===== config.mk =====
export PLATFORM = sky130hd
export DESIGN_NAME = mem_stage_dcache_flat
export DESIGN_NICKNAME = d
export VERILOG_FILES = /design/src/rtl/mem_stage_dcache_if.sv /design/src/rtl/mem_stage_dcache.sv /design/src/flat_wrapper.sv
export SDC_FILE = /design/constraint.sdc
export NUM_CORES = 1
export LEC_CHECK = 0
export BUFFER_PORTS_ARGS = -buffer_cell sky130_fd_sc_hd__buf_2
export CAP_MARGIN = 25
export CORE_MARGIN = 1
export CORE_UTILIZATION = 41
export DETAILED_ROUTE_END_ITERATION = 10
export PLACE_DENSITY_LB_ADDON = 0.1
export SETUP_SLACK_MARGIN = 0.3
export SLEW_MARGIN = 5
export SYNTH_ARGS = -nofsm -noshare
export SYNTH_HDL_FRONTEND = slang
export SYNTH_SLANG_ARGS = --single-unit

===== constraint.sdc =====
create_clock -name clk -period 8.2 [get_ports clk]
set_clock_uncertainty 0.05 [all_clocks]
set_input_delay 0.41 -clock clk [delete_from_list [all_inputs] [get_ports clk]]
set_output_delay 0.41 -clock clk [all_outputs]
set_load 0.005 [all_outputs]

===== src/rtl/mem_stage_dcache_if.sv =====
// Pipeline-side and backing-memory-side signals of the MEM-stage data cache.
// The slave modport is the cache's view; master is the pipeline/memory view.
interface mem_stage_dcache_if #(
   parameter int DATA_W = 32
);
   logic [31:0]       alu_result_in;
   logic [DATA_W-1:0] read_data_2_in;
   logic              mem_read;
   logic              mem_write;
   logic [DATA_W-1:0] read_data;
   logic              hit;
   logic              mem_req;
   logic              mem_we;
   logic [31:0]       mem_addr;
   logic [DATA_W-1:0] mem_wdata;
   logic              mem_ack;
   logic [DATA_W-1:0] mem_rdata;

   modport slave (
      input  alu_result_in, read_data_2_in, mem_read, mem_write, mem_ack, mem_rdata,
      output read_data, hit, mem_req, mem_we, mem_addr, mem_wdata
   );

   modport master (
      output alu_result_in, read_data_2_in, mem_read, mem_write, mem_ack, mem_rdata,
      input  read_data, hit, mem_req, mem_we, mem_addr, mem_wdata
   );
endinterface


===== src/rtl/mem_stage_dcache.sv =====
// Direct-mapped, write-through, one-word-per-line MEM-stage data cache.
// Define DCACHE_STATS_EN to add the stat_hits / stat_misses counters.
module mem_stage_dcache #(
   parameter int IDX_W  = 4,
   parameter int DATA_W = 32
) (
   input  logic               clk,
   input  logic               rst_n,
   mem_stage_dcache_if.slave  bus
`ifdef DCACHE_STATS_EN
   ,
   output logic [31:0]        stat_hits,
   output logic [31:0]        stat_misses
`endif
);
   localparam int LINES = 1 << IDX_W;
   localparam int TAG_W = 32 - IDX_W - 2;

   typedef enum logic [1:0] {S_IDLE, S_FILL, S_WRITE, S_RESP} state_t;

   state_t            state_q, state_d;
   logic              req_q, req_d;
   logic              we_q, we_d;
   logic [31:0]       addr_q, addr_d;
   logic [DATA_W-1:0] wdata_q, wdata_d;
   logic [DATA_W-1:0] resp_q, resp_d;
   logic              store_q, store_d;

   logic [LINES-1:0]  valid_q;
   logic [LINES-1:0]  line_sel;
   logic [TAG_W-1:0]  tag_mem  [LINES];
   logic [DATA_W-1:0] data_mem [LINES];

   logic [IDX_W-1:0]  in_idx;
   logic [TAG_W-1:0]  in_tag;
   logic [IDX_W-1:0]  inst_idx;
   logic [TAG_W-1:0]  inst_tag;
   logic              line_hit;
   logic              install_en;
   logic [DATA_W-1:0] install_data;
   logic              hit_c;
   logic [DATA_W-1:0] rdata_c;
   logic              count_hit;
   logic              count_miss;
   logic              unused_addr_bits;

   assign in_idx           = bus.alu_result_in[IDX_W+1:2];
   assign in_tag           = bus.alu_result_in[31:IDX_W+2];
   assign inst_idx         = addr_q[IDX_W+1:2];
   assign inst_tag         = addr_q[31:IDX_W+2];
   assign line_hit         = valid_q[in_idx] && (tag_mem[in_idx] == in_tag);
   assign unused_addr_bits = ^{bus.alu_result_in[1:0], count_hit, count_miss};

   always_comb begin
      state_d      = state_q;
      req_d        = req_q;
      we_d         = we_q;
      addr_d       = addr_q;
      wdata_d      = wdata_q;
      resp_d       = resp_q;
      store_d      = store_q;
      install_en   = 1'b0;
      install_data = wdata_q;
      hit_c        = 1'b1;
      rdata_c      = '0;
      count_hit    = 1'b0;
      count_miss   = 1'b0;
      unique case (state_q)
         S_IDLE: begin
            // A simultaneous read+write request is handled as a store.
            if (bus.mem_write) begin
               hit_c   = 1'b0;
               state_d = S_WRITE;
               req_d   = 1'b1;
               we_d    = 1'b1;
               addr_d  = {bus.alu_result_in[31:2], 2'b00};
               wdata_d = bus.read_data_2_in;
               store_d = 1'b1;
            end else if (bus.mem_read) begin
               if (line_hit) begin
                  rdata_c   = data_mem[in_idx];
                  count_hit = 1'b1;
               end else begin
                  hit_c      = 1'b0;
                  state_d    = S_FILL;
                  req_d      = 1'b1;
                  we_d       = 1'b0;
                  addr_d     = {bus.alu_result_in[31:2], 2'b00};
                  store_d    = 1'b0;
                  count_miss = 1'b1;
               end
            end
         end
         S_FILL: begin
            hit_c = 1'b0;
            if (bus.mem_ack) begin
               install_en   = 1'b1;
               install_data = bus.mem_rdata;
               resp_d       = bus.mem_rdata;
               req_d        = 1'b0;
               state_d      = S_RESP;
            end
         end
         S_WRITE: begin
            hit_c = 1'b0;
            if (bus.mem_ack) begin
               install_en = 1'b1;
               req_d      = 1'b0;
               we_d       = 1'b0;
               state_d    = S_RESP;
            end
         end
         S_RESP: begin
            // The pipeline advances on this edge, so always return to IDLE.
            rdata_c = store_q ? '0 : resp_q;
            state_d = S_IDLE;
         end
         default: state_d = S_IDLE;
      endcase
   end

   always_ff @(posedge clk or negedge rst_n) begin
      if (!rst_n) begin
         state_q <= S_IDLE;
         req_q   <= 1'b0;
         we_q    <= 1'b0;
         addr_q  <= '0;
         wdata_q <= '0;
         resp_q  <= '0;
         store_q <= 1'b0;
      end else begin
         state_q <= state_d;
         req_q   <= req_d;
         we_q    <= we_d;
         addr_q  <= addr_d;
         wdata_q <= wdata_d;
         resp_q  <= resp_d;
         store_q <= store_d;
      end
   end

   for (genvar gi = 0; gi < LINES; gi++) begin : g_line_sel
      assign line_sel[gi] = install_en && (inst_idx == IDX_W'(gi));
   end

   always_ff @(posedge clk or negedge rst_n) begin
      if (!rst_n) valid_q <= '0;
      else        valid_q <= valid_q | line_sel;
   end

   // Tag and data arrays carry no reset; valid_q alone qualifies them.
   always_ff @(posedge clk) begin
      if (install_en) begin
         tag_mem[inst_idx]  <= inst_tag;
         data_mem[inst_idx] <= install_data;
      end
   end

   assign bus.hit       = !rst_n || hit_c;
   assign bus.read_data = rst_n ? rdata_c : '0;
   assign bus.mem_req   = req_q;
   assign bus.mem_we    = we_q;
   assign bus.mem_addr  = addr_q;
   assign bus.mem_wdata = wdata_q;

`ifdef DCACHE_STATS_EN
   logic [31:0] hits_q, misses_q;

   always_ff @(posedge clk or negedge rst_n) begin
      if (!rst_n) begin
         hits_q   <= '0;
         misses_q <= '0;
      end else begin
         if (count_hit)  hits_q   <= hits_q + 32'd1;
         if (count_miss) misses_q <= misses_q + 32'd1;
      end
   end

   assign stat_hits   = hits_q;
   assign stat_misses = misses_q;
`endif
endmodule


===== src/flat_wrapper.sv =====
// flat-port wrapper written by rule: the top's interface ports become plain ports
module mem_stage_dcache_flat 
#(
   parameter int IDX_W  = 4,
   parameter int DATA_W = 32
)
  (clk, rst_n, bus_alu_result_in, bus_read_data_2_in, bus_mem_read, bus_mem_write, bus_mem_ack, bus_mem_rdata, bus_read_data, bus_hit, bus_mem_req, bus_mem_we, bus_mem_addr, bus_mem_wdata);
  mem_stage_dcache_if #(.DATA_W(DATA_W)) bus_i ();
  input  logic clk;
  input  logic rst_n;
  input wire logic [$bits(bus_i.alu_result_in)-1:0] bus_alu_result_in;
  input wire logic [$bits(bus_i.read_data_2_in)-1:0] bus_read_data_2_in;
  input wire logic [$bits(bus_i.mem_read)-1:0] bus_mem_read;
  input wire logic [$bits(bus_i.mem_write)-1:0] bus_mem_write;
  input wire logic [$bits(bus_i.mem_ack)-1:0] bus_mem_ack;
  input wire logic [$bits(bus_i.mem_rdata)-1:0] bus_mem_rdata;
  output wire logic [$bits(bus_i.read_data)-1:0] bus_read_data;
  output wire logic [$bits(bus_i.hit)-1:0] bus_hit;
  output wire logic [$bits(bus_i.mem_req)-1:0] bus_mem_req;
  output wire logic [$bits(bus_i.mem_we)-1:0] bus_mem_we;
  output wire logic [$bits(bus_i.mem_addr)-1:0] bus_mem_addr;
  output wire logic [$bits(bus_i.mem_wdata)-1:0] bus_mem_wdata;
  assign bus_i.alu_result_in = bus_alu_result_in;
  assign bus_i.read_data_2_in = bus_read_data_2_in;
  assign bus_i.mem_read = bus_mem_read;
  assign bus_i.mem_write = bus_mem_write;
  assign bus_i.mem_ack = bus_mem_ack;
  assign bus_i.mem_rdata = bus_mem_rdata;
  assign bus_read_data = bus_i.read_data;
  assign bus_hit = bus_i.hit;
  assign bus_mem_req = bus_i.mem_req;
  assign bus_mem_we = bus_i.mem_we;
  assign bus_mem_addr = bus_i.mem_addr;
  assign bus_mem_wdata = bus_i.mem_wdata;
  mem_stage_dcache #(.IDX_W(IDX_W), .DATA_W(DATA_W)) u_core (.clk(clk), .rst_n(rst_n), .bus(bus_i));
endmodule

==> summary.md, run 1 <==
| Metric | Value |
|---|---|
| Status | `complete, no violations` |
| Leak | `about 17 nW` |
| EDFF count, synth | `between 900 and 1,000` |
| RSZ-0062 raised after global routing | `false` |
| Main synth FF type | `edfxtp_1` |
| CP max-delay cell | `buf_4` |
| Critical Path Start | `bus_alu_result_in[3]` |
| Seq cells post-synth | `approximately 1,000` |
| Yosys warnings | `0` |
| Design area | `between 40,000 and 50,000 um^2` |
| Cts bufs inserted | `about 110` |
| CP delay by family, top | `buffers and inverters` |
| Vias/cell | `around 5.5` |
| CP Launch Type | `input pin` |
| CP Class | `in2out` |
| Worst-Skew Late Latency | `0.69 ns` |
| Final worst path period need | `4.90 ns` |
| Initial Util | `about two fifths` |
| Post-route DRC | `0` |
| H-tree depth | `3` |
| Final setup TNS | `0 ns` |
| Nets | `about 2,400` |
| CTS tree | `yes` |
| Pre-Repair DR Iteration Count | `5` |
| # port buffers | `between 150 and 200` |
| Worst Tran Pin Value | `between 1 and 1.5 ns` |
| Min-delay src | `bus_mem_write` |
| Launching point of the worst reg2reg path | `u_core.tag_mem[5][23]$_DFFE_PP_` |
| Clk slew on worst S/H paths | `about 0.060 ns` |
| Sw frac | `about a quarter` |
| Worst EP required | `between 7 and 8 ns` |
| Chip width | `roughly 320 um` |
| Maximum vdd drop | `between 0.15 and 0.2 mV` |
| Area after DPL | `43,500 um^2` |
| Setup violators final | `0` |
| CP Capture Type | `primary output` |
| Hold WS | `approximately 0.066 ns` |
| Int Pwr | `11.3 mW` |
| Clock power share | `about a third` |
| WL/cell | `approximately 28 um` |
| Global-route wire length before repair | `approximately 150,000 um` |
| Buffers & Inverters on Critical Path | `4` |
| Placeable Area | `98,600 um^2` |
| Pre-CTS setup slack | `a little under 3 ns` |
| Inst Count DP | `about 3,400` |
| Post-DP HPWL | `around 54,000 um` |
| Seq pwr share | `50.7%` |
| Placer Congestion | `approximately 0.74` |
| Vias in the first global route | `around 21,000` |
| Non-Filler Instances | `between 3,000 and 4,000` |
| CTS Sinks | `between 1,000 and 1,500` |
| Via count | `between 20,000 and 25,000` |
| Mapped cell area | `between 40,000 and 50,000 um^2` |
| Initial antenna violation count | `4` |
| Fin crit share | `approximately three fifths` |
| Root Driver | `clkbuf_16` |
| Setup ws final | `3.30 ns` |
| Netlist cell types | `between 50 and 60` |
| PD cells | `roughly 320 nW/um^2` |
| Largest net degree at the start of global routing | `80` |
| Psw | `a little over 4 mW` |
| Fmax | `204 MHz` |
| Final Slew Violations | `0` |
| P&R area growth vs syn | `18.1%` |
| Mean post-synth cell area | `about 21 um^2` |
| Seq/Total Area, Yosys | `75.2%` |
| All-layer global routing usage | `between 20% and 30%` |
| Most frequent cells in the layout | `928 x edfxtp_1, 268 x mux4_2, 205 x nand2_1` |
| Die H | `roughly 320 um` |
| Layout cell share with drive strength beyond 1 | `33.0%` |
| Final hold vios | `0` |
| Ys async rst share | `about 11%` |
| Worst hold path type | `in2reg` |
| Final ANT Viol Nets | `0` |
| Die ar. | `approximately 100,000 um^2` |
| Logic pwr share | `between 10% and 20%` |
| CP peak stage delay | `~0.58 ns` |
| Grt ovf | `0` |
| Relative slew margins | `28.9%` |
| Leading cell type in the layout, fill and taps excluded | `edfxtp_1` |
| Wirelength, routed | `102,000 um` |
| Worst EP arrival | `roughly 4.4 ns` |
| # rows | `around 120` |
| Clock buffer depth | `3` |
| Syn Inst Count | `1,945` |
| Max FO, Critical Path | `79` |
| IO Pins | `200` |
| Max cap viols | `0` |
| First DRT Iteration DRCs | `~1,600` |
| Cells along the critical path | `buf_8 -> buf_4 -> mux4_2 -> mux4_2 -> xnor2_1 -> nand4b_1 -> nor4_1 -> nand4b_1 -> buf_4 -> o21ai_0 -> buf_2` |
==> power groups by stage <==
stage | logic (mW) | registers, mW | clock network, mW
2_1_floorplan | 1.38 | 7.74 | 0
3_3_place_gp | 2.29 | 7.81 | 0
3_5_place_dp | 2.37 | 7.89 | 0
4_1_cts | 2.41 | 7.78 | 5.32
5_1_grt | 2.57 | 7.87 | 5.51
6_report | 2.37 | 7.77 | 5.20
==> stage by stage <==
step / utilization, % / total power, mW
4_1_cts: 49.0 / 15.5
5_1_grt: 49.0 / 16.0
3_5_place_dp: 44.2 / 10.3
2_1_floorplan: - / 9.12
6_report: 49.0 / 15.3
3_3_place_gp: 44.1 / 10.1
==> routing by layer <==
metal	routed length (um)	GRT usage, %
met3	4720	3.28
met4	2300	5.17
met5	9	0
met1	44700	28.0
met2	50000	33.8
==> state kept, by name, summed over array words and instances, names as in the netlist <==
register	cells
u_core.bus.mem_addr	30
u_core.bus.mem_req	1
u_core.bus.mem_wdata	32
u_core.bus.mem_we	1
u_core.data_mem	512
u_core.resp_q	32
u_core.state_q	2
u_core.store_q	1
u_core.tag_mem	416
u_core.valid_q	16
==> layout make-up <==
cell class	instances	area (um^2)
Clock inverter	58	753
Timing Repair Buffer	334	2340
Antenna cell	2	5.00
Multi-Input combinational cell	798	9730
Clock buffer	150	3090
Inverter	6	25.0
Fill cell	8033	50300
Sequential cell	1043	30700
Tap cell	1287	1610
==> worst register-to-register path, cell delays in order, from the launching register on <==
cell and delay, ns:
edfxtp_1 0.36, mux4_1 0.54, mux4_2 0.49, xnor2_1 0.47, nand4_1 0.23, nor4_4 0.40
a211o_2 0.49, buf_4 0.50, mux2_2 0.41
==> cell usage after synthesis, drive strengths merged, types with 2 or more instances <==
master | n | share of area [%]
nor2b | 4 | 0.061
nand4b | 3 | 0.064
nor3 | 5 | 0.061
xor2 | 5 | 0.11
ha | 4 | 0.12
a211o | 2 | 0.043
a221oi | 4 | 0.086
mux2 | 63 | 1.9
mux2i | 49 | 1.2
buf | 53 | 0.87
clkbuf | 46 | 0.42
nand2b | 36 | 0.55
or3 | 4 | 0.061
xnor2 | 22 | 0.47
dfrtp | 115 | 7.0
a211oi | 3 | 0.067
o21ai | 37 | 0.45
a21oi | 5 | 0.061
nor2 | 19 | 0.17
inv | 5 | 0.046
mux4 | 274 | 15
nor4 | 3 | 0.083
or2 | 16 | 0.24
nand3 | 4 | 0.049
a22oi | 2 | 0.037
nand2 | 207 | 1.9
o22ai | 2 | 0.031
edfxtp | 928 | 68
and4 | 2 | 0.043
nand4 | 5 | 0.077
==> path summary, 6_finish.rpt <==
path	to	slack, ns	cells past startpoint
worst max-delay path	bus_read_data[12]	3.30	11
worst min-delay path	u_core.state_q[1]$_DFFE_PN0P_	0.07	3
worst max register to register	u_core.bus.mem_addr[8]$_DFFE_PN0P_	4.17	8
worst min register to register	u_core.valid_q[6]$_DFF_PN0_	0.41	1
max in group asynchronous	u_core.resp_q[10]$_DFFE_PN0P_	6.77	3
min in group asynchronous	u_core.bus.mem_addr[29]$_DFFE_PN0P_	0.13	2
==> cell families after synthesis <==
logic type | synth area share [%]
flops | 75.2
mux | 18.3
simple gates | 3.45
buf+inv | 1.35
compound gates | 1.03
xor+xnor | 0.578
fa+ha+maj | 0.122
other cells | 0.00917
==> repair_timing <==
| action | 4_1_cts | 5_1_grt |
|---|---|---|
| setup buffers | 0 | 0 |
| gates resized for setup | 0 | 0 |
| hold buffers | 90 | 0 |
| endpoints found under the hold margin | 111 | 0 |
No activity file was read; power rests on OpenSTA's default activity.
==> run 2: changes to the inputs <==
ABC_AREA = 1   (was default)
clock period = 4.3 ns   (was 8.2 ns; I/O delays follow)
==> run 2 against run 1 <==
Effect of this change: register-to-register slack got worse by 2.8 ns; sequential cell count did not move; synthesized cell count rose by 93%; first-iteration DRC count rose by 47%; power rose by 89%; via count rose by 43%; sequential power rose by 88%; sequential share of layout area fell by 2.7 points; core utilization fell by 0.55 points; global-route usage rose by 2.5 points; largest power group unchanged.
==> summary.md, run 2 <==
| Metric | Value |
|---|---|
| Status | `complete, no violations` |
| Final hold vios | `0 (unchanged)` |
| Most frequent cells in the layout | `1,252 x nand2_1, 928 x edfxtp_1, 319 x nand3_1` |
| Chip width | `327 um (+2.8%)` |
| Largest net degree at the start of global routing | `183 (+130%)` |
| Initial antenna violation count | `1 (-3)` |
| Mapped cell area | `43,200 um^2 (+5.8%)` |
| Worst Tran Pin Value | `1.04 ns (-0.0261 ns)` |
| Non-Filler Instances | `5,472 (+49%)` |
| Max FFs per register | `512 (unchanged)` |
| Wirelength, routed | `122,000 um (+20%)` |
| Final setup TNS | `0 ns (unchanged)` |
| Seq cells post-synth | `1,043 (unchanged)` |
| Syn Inst Count | `3,756 (+93%)` |
| Mean post-synth cell area | `11.5 um^2 (-45%)` |
| Global-route wire length before repair | `182,000 um (+23%)` |
| CP Launch Type | `input pin` |
| Ys async rst share | `11.0% (unchanged)` |
| Leak | `19.5 nW (+18%)` |
| Maximum vdd drop | `0.413 mV (+130%)` |
| PD cells | `574 nW/um^2 (+81%)` |
| Post-synth top cells | `1,254 x nand2_1, 928 x edfxtp_1, 320 x nand3_1, 209 x a21oi_1, 171 x inv_1` |
| # rows | `118 (+2.6%)` |
| Max FO, Critical Path | `158 (+100%)` |
| Fin crit share | `between 80% and 90%` |
| Most flop-heavy register | `u_core.data_mem` |
| Root Driver | `clkbuf_16` |
| Setup violators final | `0 (unchanged)` |
| Vias/cell | `5.28 (-4.1%)` |
| Hold WS | `0.0513 ns (-0.0150 ns)` |
| Clock buffer depth | `3 (unchanged)` |
| Die H | `327 um (+2.8%)` |
| IO Pins | `200 (unchanged)` |
| Main synth FF type | `edfxtp_1` |
| Post-route DRC | `0 (unchanged)` |
| Relative slew margins | `30.7% (+1.7 points)` |
| Layout cell share with drive strength beyond 1 | `12.2% (-21 points)` |
| Yosys warnings | `0 (unchanged)` |
| Grt ovf | `0 (unchanged)` |
| # port buffers | `195 (unchanged)` |
| Nets | `4,098 (+71%)` |
| All-layer global routing usage | `22.8% (+2.5 points)` |
| Initial Util | `41.6% (+0.069 points)` |
| CP Class | `in2out` |
| Final ANT Viol Nets | `0 (unchanged)` |
| Top flop regs | `u_core.data_mem: 512 flops, u_core.tag_mem: 416 flops` |
| P&R area growth vs syn | `16.6%` |
| Post-CTS setup buffer count | `0 (unchanged)` |
| Max cap viols | `0 (unchanged)` |
| Cell with the most instances after synthesis | `nand2_1` |
| Worst hold path type | `in2async` |
| Area after DPL | `45,800 um^2 (+5.2%)` |
| Pwr Total | `29.0 mW (+89%)` |
| RSZ-0062 raised after global routing | `false` |
| Launching point of the worst reg2reg path | `u_core.state_q[0]$_DFFE_PN0P_` |
| Final Slew Violations | `0 (unchanged)` |
| Worst EP required | `4.03 ns (-3.71 ns)` |
| Netlist cell types | `35 (-39%)` |
| Leading cell type in the layout, fill and taps excluded | `nand2_1` |
| Via count | `28,889 (+43%)` |
| Pre-Repair DR Iteration Count | `5 (unchanged)` |
| Placeable Area | `104,000 um^2 (+5.6%)` |
| Vias in the first global route | `27,618 (+28%)` |
| H-tree depth | `3 (unchanged)` |
| Worst EP arrival | `3.56 ns (-0.88 ns)` |
| Final worst path period need | `between 3 and 4 ns` |
| Leading area contributor after synthesis | `edfxtp_1` |
| Inst Count DP | `5,165 (+53%)` |
| Placer Congestion | `0.801 (+7.8%)` |
| Antenna cell count | `0 (-2)` |
| Post-DP HPWL | `62,500 um (+17%)` |
| Critical Path Start | `bus_alu_result_in[2]` |
| Design area | `50,400 um^2 (+4.4%)` |
| CTS tree | `yes` |
| EDFF count, synth | `928 (unchanged)` |
| Area share of the largest cell type after synthesis | `64.4% (-3.7 points)` |
| WL/cell | `22.3 um (-19%)` |
| Seq/Total Area, Yosys | `71.1% (-4.1 points)` |
| Top cells by area, synth | `edfxtp_1 64%, nand2_1 11%, dfrtp_1 6.7%, nand3_1 3.7%, a21oi_1 2.4%` |
| Cts bufs inserted | `113 (+1.8%)` |
| Fmax | `approximately 260 MHz` |
| Clk slew on worst S/H paths | `0.06 ns (about the same)` |
| First DRT Iteration DRCs | `2,366 (+47%)` |
| Die ar. | `107,000 um^2 (+5.7%)` |
| CTS Sinks | `1,043 (unchanged)` |
| Worst-Skew Late Latency | `0.69 ns (about the same)` |
| CP Capture Type | `primary output` |
[run 2: cell count changes in the layout (fill, tap and decap cells not counted), moves of 36 or more]
cell / previous run / this run
mux4_2: 268 / 0
a221oi_1: 4 / 47
nand3_1: 4 / 319
inv_1: 5 / 170
nand4_1: 5 / 41
nand2b_1: 36 / 0
mux2i_1: 49 / 0
a21oi_1: 5 / 209
a32o_1: 0 / 50
nor2_1: 7 / 138
nand2_1: 205 / 1252
[run 2: power by group]
group	switching, mW	internal (mW)	total (mW)
registers	0.932	13.7	14.6
clock network	3.97	5.65	9.62
logic	3.41	1.29	4.70
[run 2: worst max-delay path, stage by stage]
cell and delay [ns]:
buf_8 0.13, inv_16 0.30, buf_4 0.34, nand2_1 0.08
nand2_1 0.06, nand2_1 0.05, nand3_1 0.07, nand3_1 0.11
nand3_1 0.23, nand2_1 0.08, inv_1 0.05, nand2_1 0.05
nor2_1 0.11, nand3_1 0.25, nor2_4 0.32, buf_4 0.25
nand4_1 0.17, a21oi_1 0.20, buf_2 0.15
[run 2: stage by stage]
stage,setup slack (ns),utilization (%)
3_3_place_gp,0.680,44.0
4_1_cts,0.597,48.4
5_1_grt,0.347,48.5
6_report,0.472,48.5
2_1_floorplan,0.250,-
3_5_place_dp,0.693,44.0
[run 2: timing repair]
action	in CTS	in global routing
resized for setup	0	0
hold buffers	92	0
hold endpoints to repair	144	0
[run 2: path summary, 6_finish.rpt]
check / end / slack, ns / depth (start not counted)
min in group clk: u_core.bus.mem_we$_DFFE_PN0P_ / 0.11 / 5
max reg2reg: u_core.tag_mem[11][17]$_DFFE_PP_ / 1.36 / 7
min reg2reg: u_core.valid_q[0]$_DFF_PN0_ / 0.41 / 2
max in group asynchronous: u_core.bus.mem_wdata[28]$_DFFE_PN0P_ / 2.86 / 3
min: u_core.store_q$_DFFE_PN0P_ / 0.05 / 2
max: bus_read_data[10] / 0.47 / 19
[run 2: cell type report]
class | instances | area (um^2)
tap | 1380 | 1730
multi-input combinational | 2301 | 10900
inverter | 175 | 688
fill | 9379 | 53700
sequential | 1043 | 30700
clock buffer | 154 | 3110
timing repair buffer | 359 | 2690
clock inverter | 60 | 563
[run 2: cell families (layout without fill, tap and decap cells)]
logic type               count (synthesis)  count (layout)  synth area share (%)
AO/OA/AOI/OAI                          466             466                  6.97
adder cells (fa/ha/maj)                  4               4                 0.116
buffers and inverters                  413             748                  4.06
flip-flops                            1043            1043                  71.1
multiplexers                            32              32                 0.833
other                                    1               2               0.00867
AND/OR/NAND/NOR                       1797            1797                  16.9
[run 2: layer usage]
metal	global-route usage (%)	vias up	part of all wire [%]
li1	-	13654	-
met1	32.8	14245	46
met2	35.7	821	46
met3	3.76	169	5.7
met4	6.07	0	2.4
met5	0	-	0
